==> config.mk <==
export PLATFORM = sky130hd
export DESIGN_NAME = seq_mult
export DESIGN_NICKNAME = d
export VERILOG_FILES = /design/src/rtl/seq_mult.sv
export SDC_FILE = /design/constraint.sdc
export NUM_CORES = 1
export LEC_CHECK = 0
export CAP_MARGIN = 10
export CORE_UTILIZATION = 42
export CTS_BUF_LIST = sky130_fd_sc_hd__clkbuf_16
export DETAILED_ROUTE_END_ITERATION = 10
export GPL_ROUTABILITY_DRIVEN = 1
export PLACE_DENSITY = 0.67
export SYNTH_ARGS = -nofsm -noshare
export SYNTH_HDL_FRONTEND = slang
export SYNTH_SLANG_ARGS = --single-unit
export TNS_END_PERCENT = 10
==> constraint.sdc <==
create_clock -name clk -period 4.5 [get_ports clk]
set_input_delay 1.35 -clock clk [delete_from_list [all_inputs] [get_ports clk]]
set_output_delay 1.35 -clock clk [all_outputs]
set_load 0.02 [all_outputs]
==> src/rtl/seq_mult.sv <==
// seq_mult: iterative radix-2 shift-add multiplier, WIDTH x WIDTH -> 2*WIDTH, signed/unsigned,
// with valid/ready handshakes on both sides and one operation in flight.
module seq_mult #(
  parameter int WIDTH = 32
) (
  input  logic               clk,
  input  logic               rst_n,
  input  logic               in_valid,
  output logic               in_ready,
  input  logic [WIDTH-1:0]   a,
  input  logic [WIDTH-1:0]   b,
  input  logic               is_signed,
  output logic               out_valid,
  input  logic               out_ready,
  output logic [2*WIDTH-1:0] product,
  output logic               busy
);
  localparam int CW = (WIDTH > 2) ? $clog2(WIDTH) : 1;
  localparam logic [CW-1:0] LAST = CW'(WIDTH - 1);
  typedef enum logic [1:0] {IDLE, BUSY, DONE} state_t;
  state_t             state_q, state_d;
  logic [CW-1:0]      cnt_q, cnt_d;
  logic [2*WIDTH-1:0] mcand_q, mcand_d, acc_q, acc_d, product_q, product_d, sum;
  logic [WIDTH-1:0]   mult_q, mult_d, mag_a, mag_b;
  logic               neg_q, neg_d, accept;
  always_ff @(posedge clk)
    if (!rst_n) state_q <= IDLE;
    else state_q <= state_d;
  always_comb
    state_d = (state_q == IDLE && in_valid) ? BUSY :
              (state_q == BUSY && cnt_q == LAST) ? DONE :
              (state_q == DONE && out_ready) ? IDLE : state_q;
  always_comb begin
    in_ready  = state_q == IDLE;
    out_valid = state_q == DONE;
    busy      = state_q != IDLE;
  end
  // Operands are reduced to magnitudes up front; the sign is reapplied once at the end.
  assign accept = in_valid && in_ready;
  assign mag_a  = (is_signed && a[WIDTH-1]) ? WIDTH'(-a) : a;
  assign mag_b  = (is_signed && b[WIDTH-1]) ? WIDTH'(-b) : b;
  assign sum    = acc_q + (mult_q[0] ? mcand_q : '0);
  always_comb begin
    cnt_d     = cnt_q;
    mcand_d   = mcand_q;
    mult_d    = mult_q;
    acc_d     = acc_q;
    neg_d     = neg_q;
    product_d = product_q;
    if (accept) begin
      cnt_d   = '0;
      mcand_d = {{WIDTH{1'b0}}, mag_a};
      mult_d  = mag_b;
      acc_d   = '0;
      neg_d   = is_signed && (a[WIDTH-1] ^ b[WIDTH-1]);
    end else if (state_q == BUSY) begin
      cnt_d   = cnt_q + 1'b1;
      mcand_d = mcand_q << 1;
      mult_d  = mult_q >> 1;
      acc_d   = sum;
      if (cnt_q == LAST) product_d = neg_q ? -sum : sum;
    end
  end
  always_ff @(posedge clk)
    if (!rst_n) begin
      cnt_q     <= '0;
      mcand_q   <= '0;
      mult_q    <= '0;
      acc_q     <= '0;
      neg_q     <= 1'b0;
      product_q <= '0;
    end else begin
      cnt_q     <= cnt_d;
      mcand_q   <= mcand_d;
      mult_q    <= mult_d;
      acc_q     <= acc_d;
      neg_q     <= neg_d;
      product_q <= product_d;
    end
  assign product = product_q;
endmodule

==> flow_summary_export.csv, run 1 <==
group,metric,value,unit
sta,setup_viol,2,
yosys,syn_area,0.0165,mm2
global_routing,grt_max_degree,84,
cts,insertion_delay,0.55,ns
floorplanning,die_w,200,um
global_routing,grt.total_usage,29.7,%
setup_path,cp_common_cell,"or3_4",
yosys,netlist.area_leader.share,28.2,%
global_routing,antenna_found_initial,0,
drt,avgViaCountPerCell,5.65,
setup_path,reg2reg_from,"mult_q[0]$_SDFFE_PN0P_",
yosys,ys_types,83,
floorplanning,start_util,42.7,%
floorplanning,dieArea,0.0401,mm2
pwr,p_leak,9.26,nW
yosys,syn_inst,2282,
setup_path,start_kind,"register",
setup_path,rr_endpoint,"product[63]$_SDFFE_PN0P_",
sta,period_minus_slack,4.55,ns
sta,worst_pin_slew,0.919,ns
drt,firstDrtPassIters,6,
drt,num_vias,18500,
yosys,synth_flop_cell,"dfxtp_1",
cts,path_clk_slew,0.06,ns
yosys,yosys.area.top_type,"dfxtp_1",
setup_path,required,4.94,ns
min_path,hp-start,"acc_q[40]$_SDFFE_PP0P_",
floorplanning,core,0.0386,mm2
layout,final_layout_size_suffix_gt1_share,23.9,%
setup_path,cp.arrival,4.99,ns
drt,drt-initial-drc-count,1453,
floorplanning,row_count,72,
placed_design,portBuffers,135,
yosys,ys_async_sr_fraction,0,%
setup_path,crit_buf_inv,2,
setup_path,endpoint_kind,"register",
yosys,ys_warn_count,0,
layout,num_antenna_cells,0,
pwr,power_density,238,mW/mm2
sta,slew_viol_final,0,
sta,relSlewSlack,38.7,%
setup_path,slowest_delay,0.61,ns
layout,synthToLayoutAreaGrowth,39.1,%
yosys,synth_fp_nets,2420,
setup_path,path_class,"reg -> reg",
cts,root_buffer,"clkbuf_16",
drt,avgRoutedWirePerCell,18.7,um
sta,finalHoldViolations,0,
drt,drtAntennaViolNets,0,
sta,clock.fmax,220,MHz
setup_path,path_cells,"buf_12 > and2_2 > ha_2 > nand2_1 > o21ai_0 > buf_4 > and2_1 > a311o_1 > a311oi_2 > nand3b_1 > or4_4 > or3_4 > or3_4 > nor3_4 > nor2_1 > o31a_1",
layout,final_util,59.4,%
cts,htreeDepth,1,
global_routing,grt_pass1_wl,95.6,mm
sta,skew,0.0146,ns
yosys,synth.area.top_cells,"dfxtp_1, nand2_1, a21oi_1, nor2_1, ha_1",
min_path,hold_depth,2,
sta,setup_ws,-0.0495,ns
sta,rsz0062_at_grt,"yes",
setup_path,r2r_slack,-0.05,ns
cts,cts_buffer_depth,3,
setup_path,slowest_stage,"or4_4",
yosys,synth_edf_count,0,
floorplanning,num_io_pins,136,
drt,drt_wl_total,61.1,mm
yosys,synth_area_per_cell,7.23,um2
job,maxCapViolCount,0,
cts,clock_sinks,232,
setup_path,critPathTopFamily,"simple AND/OR/NAND/NOR gates",
status,status,"complete, but fails checks",
floorplanning,die_y,200,um
drt,drc,0,
sta,hold_ws,0.461,ns
sta,period_share,101,%
min_path,holdCritPathClass,"reg -> reg",
min_path,whs_endpoint,"acc_q[40]$_SDFFE_PP0P_",
yosys,seq_area_frac_synth,28.2,%
placed_design,gp_congestion,1.03,
setup_path,r2r_cells,16,
cts,cts_tree,"yes",
yosys,ys_seq_elements,232,
cts,cts-buffers-inserted,27,
pwr,irDropWorstVdd,0.249,mV
layout,nets,2876,
global_routing,grt_pass1_vias,17400,
placed_design,dp.final_hpwl,47.8,mm
status,violations,"setup timing",
setup_path,cp_max_fo,22,
global_routing,grt_overflow,0,
repair_timing:
| item | CTS | global route |
|---|---|---|
| resized for setup | 52 | 100 |
| buffers inserted | 8 | 5 |
| endpoints found under the setup margin | 35 | 36 |
| hold buffers | 0 | 0 |
| gates cloned | 0 | 0 |
| pin swaps | 16 | 19 |
placed cells by master, fill, tap and decap left out, types with 69 or more instances in the layout:
cell and count:
xor2_1 87, and2_1 73, buf_4 440, dfxtp_1 230
nor2_1 227, clkdlybuf4s50_1 135, a21oi_1 211, xnor2_1 69
nand2_1 405, o21ai_0 70
cell type report:
type,instances,area (um2)
Clock inverter,22,238
Clock buffer,27,676
Inverter,34,129
Timing Repair Buffer,584,4790
Fill cell,3589,15700
Sequential cell,232,4650
Multi-Input combinational cell,1859,11800
Tap cell,518,648
synthesized netlist by cell type (15+ instances only):
master    instances
a211oi_1         64
a21o_1           25
a21oi_1         239
a311oi_1         62
and2_1           82
clkbuf_1        134
dfxtp_1         232
ha_1             68
inv_1            33
nand2_1         412
nand3_1          31
nand4_1          42
nor2_1          229
nor3_1           52
nor4_1           17
o21a_1           16
o21ai_0          79
o21ai_1          16
o31ai_1          23
or2_2            15
or3_1            17
xnor2_1          71
xor2_1           89
stage by stage:
step / power [mW] / setup TNS [ns] / cell area [um2] / std cells / worst slack (ns)
after floorplan: 2.69 / 0 / 16500 / 2282 / 0.00259
after global placement: 3.12 / -7.41 / 21200 / 3214 / -0.431
after detailed placement: 3.13 / -7.89 / 21200 / 3214 / -0.453
after CTS: 5.47 / -0.202 / 22500 / 3271 / -0.0578
after global routing: 5.68 / -2.10 / 22900 / 3276 / -0.202
final: 5.47 / -0.0691 / 22900 / 3276 / -0.0495
sequential cells by signal, summed over array words and instances, names as in the netlist:
signal and count:
acc_q 64, cnt_q 5, mcand_q 64, mult_q 32, neg_q 1, product 64, state_q 2
how the worst max path moves through the flow:
| stage | end | slack, ns | cells past startpoint | start |
|---|---|---|---|---|
| 3_3_place_gp | product[40]$_SDFFE_PN0P_ | -0.43 | 18 | mult_q[0]$_SDFFE_PN0P_ |
| 4_1_cts | product[58]$_SDFFE_PN0P_ | -0.06 | 20 | mult_q[0]$_SDFFE_PN0P_ |
| 3_5_place_dp | product[40]$_SDFFE_PN0P_ | -0.45 | 20 | mult_q[0]$_SDFFE_PN0P_ |
| 5_1_grt | product[33]$_SDFFE_PN0P_ | -0.20 | 19 | mult_q[0]$_SDFFE_PN0P_ |
| 6_report | product[63]$_SDFFE_PN0P_ | -0.05 | 16 | mult_q[0]$_SDFFE_PN0P_ |
| 2_1_floorplan | product[63]$_SDFFE_PN0P_ | 0.003 | 18 | mult_q[0]$_SDFFE_PN0P_ |
layer usage:
metal | wire length (um) | global-route usage, % | share of wire, % | vias to the layer above
li1 | - | - | - | 9047
met1 | 29800 | 43.9 | 49 | 8718
met2 | 25200 | 44.2 | 41 | 659
met3 | 4890 | 5.32 | 8.0 | 86
met4 | 1250 | 7.09 | 2.1 | 0
met5 | 0 | 0 | 0 | -
power by group:
group          internal [mW]  switching (mW)  total [mW]
Combinational          0.437           0.584        1.02
Clock                   1.37           0.908        2.28
Sequential              2.12          0.0464        2.16
cells by family after synthesis:
family	synth area share, %
simple gates	28.0
compound gates	25.2
flops	28.2
buf+inv	4.54
xor+xnor	8.50
fa+ha+maj	5.28
mux	0.311
worst register-to-register path: stages, from the launching register on:
cell      delay (ns)
dfxtp_2         0.33
buf_12          0.15
and2_2          0.24
ha_2            0.39
nand2_1         0.13
o21ai_0         0.42
buf_4           0.23
and2_1          0.12
a311o_1         0.13
a311oi_2        0.08
nand3b_1        0.36
or4_4           0.62
or3_4           0.36
or3_4           0.38
nor3_4          0.18
nor2_1          0.07
o31a_1          0.27
Note: power is estimated with default switching activity, not from simulation.
==> run 2, diff against run 1 <==
--- a/config.mk
+++ b/config.mk
@@ -6,11 +6,11 @@
 export NUM_CORES = 1
 export LEC_CHECK = 0
 export CAP_MARGIN = 10
-export CORE_UTILIZATION = 42
-export CTS_BUF_LIST = sky130_fd_sc_hd__clkbuf_16
+export CORE_UTILIZATION = 50
+export CTS_BUF_LIST = sky130_fd_sc_hd__clkbuf_4 sky130_fd_sc_hd__clkbuf_8 sky130_fd_sc_hd__clkbuf_16
 export DETAILED_ROUTE_END_ITERATION = 10
 export GPL_ROUTABILITY_DRIVEN = 1
-export PLACE_DENSITY = 0.67
+export PLACE_DENSITY = 0.77
 export SYNTH_ARGS = -nofsm -noshare
 export SYNTH_HDL_FRONTEND = slang
 export SYNTH_SLANG_ARGS = --single-unit
==> run 2 against run 1 <==
Compared with the run above: the flow still finishes with violations (setup timing); final cell count fell by 4.0%; power increased by 2.5%; sequential cell count stayed put; combinational power is 5% lower; setup slack got worse by 0.083 ns; register-to-register slack worse by 0.08 ns; design area fell by 2.5%; sequential power is essentially flat; fmax down 1.8%; die area fell by 16%; via count shrank 0.22%; clock power up 8%; critical path type unchanged.
==> flow_summary_export.csv, run 2 (synthesis gave the netlist of run 1 again) <==
group,metric,value,unit
sta,relSlewSlack,32.5,%
layout,final_layout_size_suffix_gt1_share,21.2,%
global_routing,grt_max_degree,135,
floorplanning,die_w,184,um
setup_path,cp_common_cell,"buf_4",
cts,cts_buffer_depth,3,
cts,clock_sinks,232,
drt,drtAntennaViolNets,0,
floorplanning,row_count,66,
floorplanning,die_y,184,um
drt,drc,0,
min_path,hp-start,"mcand_q[63]$_SDFFE_PP0P_",
drt,firstDrtPassIters,5,
setup_path,required,4.97,ns
cts,insertion_delay,0.57,ns
setup_path,endpoint_kind,"register",
floorplanning,dieArea,0.0337,mm2
placed_design,gp_congestion,1.02,
min_path,hold_depth,2,
placed_design,pre_cts_ws,-0.327,ns
job,maxCapViolCount,0,
cts,root_buffer,"clkbuf_16",
sta,finalHoldViolations,0,
global_routing,grt.total_usage,35.0,%
status,violations,"setup timing",
sta,setup_ws,-0.133,ns
layout,synthToLayoutAreaGrowth,35.7,%
setup_path,r2r_slack,-0.13,ns
setup_path,cp.arrival,5.11,ns
sta,skew,0.0244,ns
placed_design,portBuffers,135,
sta,slew_viol_final,0,
layout,layout_common_cells,"nand2_1, buf_4, a21oi_1",
setup_path,path_class,"reg -> reg",
global_routing,grt_overflow,0,
min_path,whs_endpoint,"mcand_q[63]$_SDFFE_PP0P_",
layout,layout_commonest_cell,"nand2_1",
sta,worst_pin_slew,1.01,ns
drt,drt_wl_total,60.2,mm
global_routing,grt_pass1_wl,92.6,mm
drt,avgRoutedWirePerCell,19.1,um
floorplanning,core,0.0325,mm2
setup_path,start_kind,"register",
setup_path,slowest_delay,0.49,ns
sta,rsz0062_at_grt,"yes",
drt,avgViaCountPerCell,5.87,
sta,clock.fmax,216,MHz
cts,cts_tree,"yes",
cts,path_clk_slew,0.06,ns
layout,fillers,2796,
global_routing,antenna_found_initial,1,
drt,drt-initial-drc-count,1611,
placed_design,dp.final_hpwl,46.8,mm
sta,period_minus_slack,4.63,ns
status,status,"complete, but fails checks",
drt,num_vias,18500,
sta,period_share,103,%
layout,num_antenna_cells,0,
pwr,p_leak,8.99,nW
min_path,holdCritPathClass,"reg -> reg",
setup_path,rr_endpoint,"product[48]$_SDFFE_PN0P_",
setup_path,path_cells,"buf_12 > and2_1 > ha_1 > a2111oi_4 > buf_4 > a21oi_2 > o21ai_0 > and2_1 > xnor2_1 > nor4b_4 > buf_4 > nor4b_2 > buf_4 > nand3_4 > buf_4 > or4_1 > a31oi_1",
floorplanning,start_util,50.8,%
setup_path,cp_max_fo,14,
pwr,finalPower,5.60,mW
global_routing,grt_pass1_vias,17000,
cts,cts-buffers-inserted,27,
setup_path,reg2reg_from,"mult_q[0]$_SDFFE_PN0P_",
layout,nets,2821,
cts,htreeDepth,1,
setup_path,r2r_cells,17,
sta,setup_viol,16,
setup_path,slowest_stage,"or4_1",
pwr,irDropWorstVdd,0.229,mV
pwr,power_density,250,mW/mm2
floorplanning,num_io_pins,136,
run 2: changes by cell type in the layout (fill, tap and decap cells not counted), sizes merged:
cell	previous run	this run
buf	449	394
clkbuf	27	32
clkinv	9	6
clkinvlp	2	0
inv	40	41
run 2: timing repair:
item                                    CTS  global route
endpoints found under the setup margin   34            35
setup buffers                             0             5
resized for setup                        33            69
pin swaps                                 7            12
hold buffers                              0             0
run 2: worst max-delay path: cells and delay by family, from the launching register on:
kind / cells / cell delay (ns)
buffers and inverters: 5 / 0.83
and+or+nand+nor: 6 / 1.60
xor gates and xnor gates: 1 / 0.24
DFF: 1 / 0.33
AOI/OAI and AO/OA: 4 / 1.20
adders and majority gates: 1 / 0.33
run 2: worst max-delay path by stage:
stage | slack [ns] | end | from
after detailed placement | -0.33 | product[48]$_SDFFE_PN0P_ | mult_q[0]$_SDFFE_PN0P_
final | -0.13 | product[48]$_SDFFE_PN0P_ | mult_q[0]$_SDFFE_PN0P_
after global routing | -0.22 | product[48]$_SDFFE_PN0P_ | mult_q[0]$_SDFFE_PN0P_
after floorplan | 0.003 | product[63]$_SDFFE_PN0P_ | mult_q[0]$_SDFFE_PN0P_
after CTS | -0.005 | product[43]$_SDFFE_PN0P_ | mult_q[0]$_SDFFE_PN0P_
after global placement | -0.35 | product[27]$_SDFFE_PN0P_ | mult_q[0]$_SDFFE_PN0P_
run 2: cell type report:
type                    count  area (um2)  area share, %
clock inverters            18         259           1.16
flip-flops and latches    232        4650           20.8
multi-input cells        1859       11700           52.1
clock buffers              32         732           3.27
inverters                  34         129          0.576
repair buffers            529        4400           19.7
well taps                 442         553           2.47
run 2: through the flow:
stage | util, % | instances | TNS [ns] | hold slack (ns) | cell area, um2
4_1_cts | 67.6 | 3141 | -0.0153 | 0.459 | 22000
5_1_grt | 68.9 | 3146 | -3.60 | 0.482 | 22400
3_5_place_dp | 64.2 | 3091 | -5.52 | 0.450 | 20800
6_report | 68.9 | 3146 | -0.842 | 0.459 | 22400
2_1_floorplan | - | 2282 | 0 | 0.437 | 16500
3_3_place_gp | 64.2 | 3091 | -6.77 | 0.442 | 20800
run 2: layer usage:
layer / routed length [um] / vias to the layer above / part of all wire [%] / global-route usage (%)
met3: 5610 / 90 / 9.3 / 7.39
met1: 27900 / 8676 / 46 / 50.6
met2: 25500 / 758 / 42 / 52.3
met5: 0 / - / 0 / 0
li1: - / 8946 / - / -
met4: 1260 / 0 / 2.1 / 8.73
run 2: power by group:
| part | internal [mW] | switching, mW | leakage, nW | total [mW] |
|---|---|---|---|---|
| Clock | 1.47 | 0.986 | 0.492 | 2.46 |
| Combinational | 0.408 | 0.560 | 6.61 | 0.968 |
| Sequential | 2.12 | 0.0596 | 1.88 | 2.18 |
